--- config.mk ---
export PLATFORM = sky130hd
export DESIGN_NAME = decoder38_hold
export DESIGN_NICKNAME = d
export VERILOG_FILES = /design/src/rtl/decoder38_pkg.sv /design/src/rtl/decoder38_hold_timer.sv /design/src/rtl/decoder38_hold.sv
export SDC_FILE = /design/constraint.sdc
export NUM_CORES = 1
export LEC_CHECK = 0
export BUFFER_PORTS_ARGS = -buffer_cell sky130_fd_sc_hd__buf_2
export CAP_MARGIN = 20
export CORE_MARGIN = 2
export CORE_UTILIZATION = 51
export CTS_CLUSTER_SIZE = 12
export DETAILED_ROUTE_END_ITERATION = 10
export PLACE_DENSITY = 0.75
export SLEW_MARGIN = 20
export SYNTH_ARGS = -nofsm -noshare
export SYNTH_HDL_FRONTEND = slang
export SYNTH_SLANG_ARGS = --single-unit
--- constraint.sdc ---
create_clock -name clk -period 2.5 [get_ports clk]
set_input_delay 0.5 -clock clk [delete_from_list [all_inputs] [get_ports clk]]
set_output_delay 0.5 -clock clk [all_outputs]
set_load 0.02 [all_outputs]
--- src/rtl/decoder38_pkg.sv ---
// -----------------------------------------------------------------------------
// decoder38_pkg
// Shared types and constants for the decoder38_hold 3-to-8 sequential decoder.
//   CODE_W / LINE_W : width of the binary code and of the decoded line bus
//   state_t         : controller states (IDLE, HOLD)
//   onehot8()       : binary code -> active-high one-hot pattern
//   IDLE_LINES      : value driven on the line bus while no line is selected
// Configuration macro: DECODER38_ACTIVE_LOW_EN (active-low 74138-style lines,
// idle value 8'hFF). When undefined, lines are active-high with idle 8'h00.
// -----------------------------------------------------------------------------
package decoder38_pkg;

   localparam int CODE_W = 3;
   localparam int LINE_W = 8;

   typedef enum logic [0:0] {
      IDLE = 1'b0,
      HOLD = 1'b1
   } state_t;

   // Active-high one-hot pattern for a 3-bit code.
   function automatic logic [LINE_W-1:0] onehot8(input logic [CODE_W-1:0] code);
      return 8'b0000_0001 << code;
   endfunction

`ifdef DECODER38_ACTIVE_LOW_EN
   localparam logic [LINE_W-1:0] IDLE_LINES = 8'hFF;
`else
   localparam logic [LINE_W-1:0] IDLE_LINES = 8'h00;
`endif

endpackage

--- src/rtl/decoder38_hold_timer.sv ---
// -----------------------------------------------------------------------------
// hold_timer
// Down-counter that times the hold window of one decoded line. A load takes
// priority over counting; counting stops at zero so the value never wraps.
// Ports:
//   clk      in   system clock
//   rst      in   synchronous active-high reset (counter -> 0)
//   load     in   load load_val on this edge
//   load_val in   CNT_W-bit reload value
//   cnt_en   in   decrement by one on this edge (ignored at zero)
//   zero     out  counter currently equals zero
//   count    out  current counter value
// -----------------------------------------------------------------------------
module hold_timer #(
   parameter int CNT_W = 8
) (
   input  logic             clk,
   input  logic             rst,
   input  logic             load,
   input  logic [CNT_W-1:0] load_val,
   input  logic             cnt_en,
   output logic             zero,
   output logic [CNT_W-1:0] count
);

   logic [CNT_W-1:0] count_r;

   // Counter register: reset, reload, or saturating decrement.
   always_ff @(posedge clk) begin
      if (rst) begin
         count_r <= '0;
      end else if (load) begin
         count_r <= load_val;
      end else if (cnt_en && (count_r != '0)) begin
         count_r <= count_r - {{(CNT_W-1){1'b0}}, 1'b1};
      end else begin
         count_r <= count_r;
      end
   end

   assign count = count_r;
   assign zero  = (count_r == '0);

endmodule

--- src/rtl/decoder38_hold.sv ---
// -----------------------------------------------------------------------------
// decoder38_hold
// Sequential 3-to-8 decoder. A code accepted over a valid/ready handshake is
// decoded to a one-hot line that is held on oData for HOLD_CYCLES cycles.
// In the last hold cycle a new code may be accepted for a gapless window;
// otherwise the line is released and oDone pulses for one cycle.
// Parameters:
//   HOLD_CYCLES  cycles each line stays asserted (1..255)
//   CNT_W        hold counter width, 2**CNT_W > HOLD_CYCLES
// Ports:
//   clk     in   system clock
//   rst     in   synchronous active-high reset
//   iValid  in   iData is presented this cycle
//   iData   in   3-bit code to decode
//   iReady  out  code is accepted this cycle (combinational from state)
//   oData   out  registered decoded lines Y7..Y0
//   oValid  out  registered, high while a line is held
//   oDone   out  registered one-cycle pulse when a window ends with no new code
// Configuration macro: DECODER38_ACTIVE_LOW_EN selects active-low lines
// (selected line 0, idle 8'hFF); default build is active-high (idle 8'h00).
// -----------------------------------------------------------------------------
module decoder38_hold
   import decoder38_pkg::*;
#(
   parameter int HOLD_CYCLES = 4,
   parameter int CNT_W       = 8
) (
   input  logic              clk,
   input  logic              rst,
   input  logic              iValid,
   input  logic [CODE_W-1:0] iData,
   output logic              iReady,
   output logic [LINE_W-1:0] oData,
   output logic              oValid,
   output logic              oDone
);

   localparam logic [CNT_W-1:0] RELOAD = CNT_W'(HOLD_CYCLES - 1);

   state_t            state_r;
   state_t            state_nxt_s;
   logic [LINE_W-1:0] line_r;
   logic [LINE_W-1:0] line_nxt_s;
   logic              valid_r;
   logic              valid_nxt_s;
   logic              done_r;
   logic              done_nxt_s;
   logic              load_s;
   logic              cnt_en_s;
   logic              zero_s;
   logic [CNT_W-1:0]  count_s;
   logic [LINE_W-1:0] sel_lines_s;

   // Polarity mux: the decoded pattern for the incoming code.
`ifdef DECODER38_ACTIVE_LOW_EN
   assign sel_lines_s = ~onehot8(iData);
`else
   assign sel_lines_s = onehot8(iData);
`endif

   // Ready in IDLE, and in HOLD only during the final cycle of the window.
   assign iReady   = (state_r == IDLE) || zero_s;
   assign cnt_en_s = (state_r == HOLD) && (count_s != '0);

   hold_timer #(
      .CNT_W(CNT_W)
   ) u_hold_timer (
      .clk     (clk),
      .rst     (rst),
      .load    (load_s),
      .load_val(RELOAD),
      .cnt_en  (cnt_en_s),
      .zero    (zero_s),
      .count   (count_s)
   );

   // Next-state and next-output logic of the controller.
   always_comb begin
      state_nxt_s = state_r;
      line_nxt_s  = line_r;
      valid_nxt_s = valid_r;
      done_nxt_s  = 1'b0;
      load_s      = 1'b0;
      case (state_r)
         IDLE: begin
            if (iValid) begin
               load_s      = 1'b1;
               state_nxt_s = HOLD;
               line_nxt_s  = sel_lines_s;
               valid_nxt_s = 1'b1;
            end else begin
               state_nxt_s = IDLE;
            end
         end
         HOLD: begin
            if (zero_s) begin
               if (iValid) begin
                  // Back-to-back: reload without leaving HOLD, no oDone.
                  load_s      = 1'b1;
                  state_nxt_s = HOLD;
                  line_nxt_s  = sel_lines_s;
                  valid_nxt_s = 1'b1;
               end else begin
                  state_nxt_s = IDLE;
                  line_nxt_s  = IDLE_LINES;
                  valid_nxt_s = 1'b0;
                  done_nxt_s  = 1'b1;
               end
            end else begin
               state_nxt_s = HOLD;
            end
         end
         default: begin
            state_nxt_s = IDLE;
            line_nxt_s  = IDLE_LINES;
            valid_nxt_s = 1'b0;
         end
      endcase
   end

   // State and output registers; reset wins over any in-flight window.
   always_ff @(posedge clk) begin
      if (rst) begin
         state_r <= IDLE;
         line_r  <= IDLE_LINES;
         valid_r <= 1'b0;
         done_r  <= 1'b0;
      end else begin
         state_r <= state_nxt_s;
         line_r  <= line_nxt_s;
         valid_r <= valid_nxt_s;
         done_r  <= done_nxt_s;
      end
   end

   assign oData  = line_r;
   assign oValid = valid_r;
   assign oDone  = done_r;

endmodule

# Word-level counts from Yosys, hierarchy flattened
# Cells that the tools add are included.
[word_totals]
regBits = 19
input_bits = 6
word_cells = 36
[classes]
add_sub_neg = 1
n_eq_ne = 2
shift = 1
n_mux = 15
n_bitwise = 2
n_reduce_logical = 9
[op_table]
columns = ["cell", "n"]
rows = [
  ["8-bit two-way mux", 3],
  ["8-bit one-hot mux with 2 select lines", 1],
  ["8-bit logical NOT", 1],
  ["8-bit nonzero test", 1],
  ["1-bit by 3-bit left shift with 8-bit output, first input constant", 1],
  ["8-bit by 1-bit subtractor with 8-bit output, second input constant", 1],
  ["1-bit two-way mux", 6],
  ["1-bit one-hot mux with 2 select lines", 3],
  ["2-bit two-way mux", 2],
  ["3-bit OR reduction", 1],
  ["1-bit logical AND", 2],
  ["2-bit by 1-bit != test with 1-bit output, second input constant", 1],
  ["2-bit != test, second input constant", 1],
  ["1-bit inverter", 2],
  ["2-bit AND reduction", 1],
  ["2-bit nonzero test", 1],
  ["2-bit OR reduction", 1],
  ["1-bit logical OR", 1],
]

# Depth between registers and ports, before layout
# Gate-level depths: netlist of the first run.
[logic_depth]
word_depth = 5
depth_mapped = 7
mapped_depth_nobuf = 7

# Cells and area by module
# From an unflattened synthesis of the first run, not the netlist that was laid out.
[unflattened]
hier_cells = 98
hier_area_um2 = 965.9
[modules_own_cells]
columns = ["module", "n_inst", "cells_per_inst", "area_each_um2"]
rows = [
  ["hold_timer", 1, 59, 515.5],
  ["decoder38_hold", 1, 39, 450.4],
]

# Worst setup path after synthesis of the first run
# Ideal clock, no wire load.
[synth_timing]
path_type = "register to register"
startpoint = "register u_hold_timer.count_r[0], in the netlist u_hold_timer.count[0]"
endpoint = "register u_hold_timer.count_r[7], in the netlist u_hold_timer.count[7]"
setup_time_ns = 0.074
t_arrival_ns = 1.715
path_slack_ns = 0.711
stages_incl_launch_ff = 8
path_buffers = 0
synth_period_minus_slack_ns = 1.789
cell_sequence = "dfxtp_1 inv_1 ha_1 nor3b_1 a21boi_1 inv_2 or4_1 a31oi_1"
[synth_via]
elab_chain_cells = 4
[synth_lines]
columns = ["element", "line_no", "rtl"]
rows = [
  ["start, declared", "decoder38_hold_timer.sv:26", "logic [CNT_W-1:0] count_r;"],
  ["start signal, assigned", "decoder38_hold_timer.sv:33", "count_r <= load_val;"],
  ["start signal, assigned", "decoder38_hold_timer.sv:35", "count_r <= count_r - {{(CNT_W-1){1'b0}}, 1'b1};"],
  ["start signal, assigned", "decoder38_hold_timer.sv:37", "count_r <= count_r;"],
  ["8-bit logical NOT", "decoder38_hold_timer.sv:42", "assign zero = (count_r == '0);"],
  ["1-bit two-way mux", "decoder38_hold.sv:96", "if (zero_s) begin"],
  ["1-bit one-hot mux with 2 select lines", "decoder38_hold.sv:84", "case (state_r)"],
  ["2-bit OR reduction (no source line)", "-", ""],
]
# Parallel ways exist; a longest one is shown, timed or not.
# A chain may end at the register's enable or synchronous reset.

# Worst setup path after layout of the first run
[layout_timing]
startpoint = "register u_hold_timer.count_r[0], in the netlist u_hold_timer.count[0]"
endpoint = "output iReady"
[layout_via]
elab_chain_cells = 2
[layout_lines]
columns = ["element", "line_no", "rtl"]
rows = [
  ["8-bit logical NOT", "decoder38_hold_timer.sv:42", ""],
  ["1-bit logical OR", "decoder38_hold.sv:62", "assign iReady = (state_r == IDLE) || zero_s;"],
  ["end, declared", "decoder38_hold.sv:32", "output logic iReady,"],
]
# No other way between the ends.

==> results of run 1 <==
-- power by group through the flow --
| stage | clock, mW | combinational, mW | sequential, mW |
|---|---|---|---|
| after floorplan | 0 | 0.0914 | 0.348 |
| after global placement | 0 | 0.131 | 0.344 |
| after detailed placement | 0 | 0.134 | 0.344 |
| after CTS | 0.158 | 0.134 | 0.338 |
| after global routing | 0.172 | 0.149 | 0.341 |
| final | 0.150 | 0.135 | 0.338 |
-- kinds of logic after synthesis --
family	share of synthesized area [%]
fa+ha+maj	3.016
flops	45.85
simple gates	26.25
xor+xnor	1.056
buf+inv	4.072
compound gates	19.76
-- flip-flops by register name, indices dropped and copies added (netlist names) --
name	count
state_r	1
oValid	1
oData	8
oDone	1
u_hold_timer.count	8
-- final cells by class --
cell class,instances,area (um2)
repair buffers,17,87.58
multi-input cells,61,415.4
inverters,6,22.52
fillers,142,571.8
flip-flops and latches,19,380.4
clock buffers,4,26.28
well taps,16,20.02
-- how the worst max path moves through the flow --
stage / to / slack, ns
6_report: iReady / 0.39
5_1_grt: iReady / 0.20
4_1_cts: iReady / 0.38
3_5_place_dp: oData[4] / 0.63
3_3_place_gp: oData[1] / 0.70
2_1_floorplan: u_hold_timer.count[7] / 0.71
-- layer usage --
metal	up-vias	part of all wire, %	track usage (%)
met5	-	0	0
met4	0	2.0	12.12
met3	5	4.8	7.347
met2	21	47	30.88
met1	340	47	26.15
li1	371	-	-
-- synth_stat cells (all sizes together) (2+ instances only) --
cell and n:
dfxtp 19, nor3 8, inv 6, nand3 5, a21oi 4, a22o 4
a32o 4, clkbuf 3, nor2 3, nor2b 3, or3 3, a211oi 2
a31oi 2, and3 2, ha 2, nand2 2, nor3b 2, nor4 2
o21ai 2, or4 2
-- per-stage QoR --
step	instances	power, mW	area [um2]	hold slack (ns)
after floorplan	89	0.4395	829.5	0.4576
after global placement	119	0.4751	925.9	0.4528
after detailed placement	119	0.4780	925.9	0.4531
after CTS	123	0.6307	952.2	0.4780
after global routing	123	0.6621	952.2	0.4752
final	123	0.6229	952.2	0.4731
==> results_dict.tcl, run 1 <==
set metrics [dict create \
    status "completed" \
    worst_slack_ns 0.3903 \
    num-nets-final 116 \
    p_comb_share_pct 21.7 \
    crit_path_end_kind "output port" \
    worst_r2r_path_depth 7 \
    rsz0062_at_grt "false" \
    cts_buffers 3 \
    min_path_type "reg -> reg" \
    grt_antenna_before_repair 0 \
    syn_area_um2 829.5 \
    layout_common_cells "dfxtp_1 (19), buf_2 (16), nor3_1 (8)" \
    p_sw_share_pct 29.58 \
    core_area_um2 1524 \
    criticalPathCategory "reg -> out" \
    die_x_um 44.33 \
    port_buffers 16 \
    initial_core_util_pct 54.43 \
    arrival_ns 1.61 \
    cts_resized 0 \
    crit-reg2reg-launch "u_hold_timer.count[0]" \
    cp.required_ns 2.00 \
    clkPwrFrac_pct 24.0 \
    wl_um 1766 \
    synth_seq_cells 19 \
    skew_ns 0.008473 \
    cts_sinks 19 \
    vias 737 \
    relSlewSlack_pct 61.49 \
    place_ws_ns 0.6301 \
    start_kind "register" \
    critPathMaxFanout 9 \
    rows 14 \
    crit_chain "inv_1, ha_1, nor3b_1, a21boi_1, inv_2, buf_2" \
    tightest_slew_ns 0.5776 \
    startpoint "u_hold_timer.count[0]" \
    slowest_stage "dfxtp_1" \
    yosysSeqAreaShare_pct 45.85 \
    power.switching_uw 184.3 \
    antenna_left 0 \
    htree_num_levels 1 \
    cpPeakStageDelay_ns 0.38 \
    finalCriticalPeriod_ns 2.110 \
    drt_first_iter_violations 9 \
    grt_overflow_total 0 \
    grtUsageTotal_pct 20.85 \
    syn_inst 89 \
    synth_top_area_share_pct 45.85 \
    hold_buffers 0 \
    clk_pin_slew_worst_paths_ns 0.10 \
    hold_path_depth 1 \
    syn-mean-instance-area_um2 9.321 \
    intPower_uw 438.7 \
    r2r-end "oData[0]" \
    synth_top_cell_by_area "dfxtp_1" \
    final_core_util_pct 62.48 \
    p_leak_nw 0.3948 \
    fmax_ghz 0.4740 \
    drive_above_1_share_pct 24.30 \
    setup_viol 0 \
    hold_viol 0 \
    cts_tree "yes" \
    cts_max_path_buffers 2 \
    clock_latency_ns 0.30 \
    synth_ff_type "dfxtp_1" \
    post_drt_via_cell_ratio 5.992 \
    layout_commonest_cell "dfxtp_1" \
    p_seq_share_pct 54.3 \
    r2r_setup_slack_ns 0.59 \
    peakVddDrop_mv 0.3087 \
    die_area_um2 1965 \
    grt_pass1_wl_um 2870 \
    yosys.cell_types.count 32 \
    min_to "oData[7]" \
    root_buffer "clkbuf_4" \
    area_growth_syn_to_layout_pct 14.78 \
    first_global_vias 645 \
    slew_viol_final 0 \
    wire_per_inst_um 14.36 \
    critPathTopFamily "flip-flops" \
    syn_nets 97 \
    p_per_area_nw_per_um2 654.2 \
    dp_hpwl_um 1292 \
    die_h_um 44.33 \
    synth.area.top_cells "dfxtp_1 (46%), a32o_1 (4.8%), nor3_1 (4.8%)" \
    gp_congestion 0.8190 \
    min_from "oData[7]" \
    firstDrtPassIters 4 \
    maxCapViolations 0 \
    postCtsSetupBuffers 0 \
    drc 0 \
    grt_max_degree 19 \
    pin_count 17 \
    antenna_cells 0 \
    synth_enable_flop_cells 0 \
    path_depth 6 \
    crit_buf_inv 3 \
    period_share_pct 84.39 \
    synthArstFlopShare_pct 0 \
    yosysWarnings 0 \
    fin_tns_setup_ns 0 \
]
Power figures use the tool's default switching activity.
==> run 2, diff against run 1 <==
clock period = 2.15 ns   (was 2.5 ns; I/O delays follow)
==> results_dict.tcl, run 2 (synthesized netlist as in run 1, its figures left out) <==
set metrics [dict create \
    crit-reg2reg-launch "u_hold_timer.count[2]" \
    skew_ns 0.006012 \
    fin_tns_setup_ns 0 \
    die_x_um 44.33 \
    layout_common_cells "dfxtp_1 (19), buf_2 (16), nor3_1 (8)" \
    power.switching_uw 224.6 \
    root_buffer "clkbuf_4" \
    p_seq_share_pct 53.7 \
    slew_viol_final 0 \
    p_per_area_nw_per_um2 762.2 \
    antenna_left 0 \
    grt_pass1_wl_um 2835 \
    r2r_setup_slack_ns 0.30 \
    maxCapViolations 0 \
    antenna_cells 0 \
    drt_first_iter_violations 18 \
    crit_chain "nor4_1, a21boi_2, inv_2, buf_2" \
    min_to "u_hold_timer.count[3]" \
    worst_slack_ns 0.1487 \
    firstDrtPassIters 4 \
    min_from "iValid" \
    holdWs_ns 0.4116 \
    status "completed" \
    p_sw_share_pct 30.63 \
    placed_area_um2 925.9 \
    cts_sinks 19 \
    hold_viol 0 \
    arrival_ns 1.57 \
    path_depth 4 \
    p_leak_nw 0.4014 \
    critPathTopFamily "simple AND/OR/NAND/NOR gates" \
    cts_tree "yes" \
    relSlewSlack_pct 61.79 \
    initial_core_util_pct 54.43 \
    pin_count 17 \
    grtUsageTotal_pct 19.57 \
    area_growth_syn_to_layout_pct 15.99 \
    dp.cells 119 \
    r2r-end "oData[3]" \
    dp_hpwl_um 1238 \
    p_comb_share_pct 21.8 \
    final_core_util_pct 63.14 \
    rows 14 \
    critPathMaxFanout 9 \
    die_area_um2 1965 \
    tightest_slew_ns 0.5732 \
    grt_overflow_total 0 \
    port_buffers 16 \
    hold_path_depth 2 \
    grt_max_degree 19 \
    finalCriticalPeriod_ns 2.001 \
    period_share_pct 93.08 \
    vias 758 \
    layout_commonest_cell "dfxtp_1" \
    fmax_ghz 0.4997 \
    peakVddDrop_mv 0.3855 \
    place_ws_ns 0.2981 \
    cts_resized 0 \
    rsz0062_at_grt "false" \
    slowest_stage "nor4_1" \
    htree_num_levels 1 \
    wire_per_inst_um 13.83 \
    design_area_um2 962.2 \
    start_kind "register" \
    fin_cells 123 \
    clock_latency_ns 0.29 \
    p_total_uw 733.4 \
    cts_buffers 3 \
    drive_above_1_share_pct 27.10 \
    cp.required_ns 1.72 \
    multiInputGateArea_um2 424.2 \
    min_path_type "in -> reg" \
    grt_antenna_before_repair 0 \
    seq_area_um2 380.4 \
    criticalPathCategory "reg -> out" \
    crit_buf_inv 2 \
    clkPwrFrac_pct 24.5 \
    gp_congestion 0.8066 \
    worst_r2r_path_depth 5 \
    die_h_um 44.33 \
    postCtsSetupBuffers 0 \
    num-nets-final 116 \
    intPower_uw 508.8 \
    drc 0 \
    core_area_um2 1524 \
    hold_buffers 0 \
    wl_um 1701 \
    first_global_vias 673 \
    post_drt_via_cell_ratio 6.163 \
    cpPeakStageDelay_ns 0.46 \
    crit_path_end_kind "output port" \
    nFillCells 139 \
    cts_max_path_buffers 2 \
    clk_pin_slew_worst_paths_ns 0.11 \
    setup_viol 0 \
]
==> run 2: final cells by class <==
class | count | area share (%)
clock buffers | 3 | 2.341
well taps | 16 | 2.081
repair buffers | 17 | 9.103
flip-flops and latches | 19 | 39.53
inverters | 6 | 2.341
clock inverters | 1 | 0.5202
multi-input cells | 61 | 44.08
==> run 2: layer usage <==
metal	vias to the layer above	share of wire, %	global-route usage, %
met4	0	0.76	9.697
met2	32	49	30.59
li1	374	-	-
met1	350	44	26.41
met5	-	0	0
met3	2	5.9	2.857
==> run 2: power by group through the flow <==
stage	Sequential (mW)	Combinational (mW)	Clock [mW]
floorplan	0.405	0.106	0
finish	0.394	0.160	0.179
global route	0.398	0.178	0.198
detailed placement	0.401	0.154	0
CTS	0.393	0.155	0.184
global placement	0.401	0.152	0
==> run 2: how the worst max path moves through the flow <==
stage                            endpoint                   from
detailed placement               oData[4]  u_hold_timer.count[0]
CTS                                iReady  u_hold_timer.count[0]
finish                             iReady  u_hold_timer.count[2]
global placement                 oData[1]  u_hold_timer.count[0]
floorplan           u_hold_timer.count[7]  u_hold_timer.count[0]
global route                       iReady  u_hold_timer.count[0]
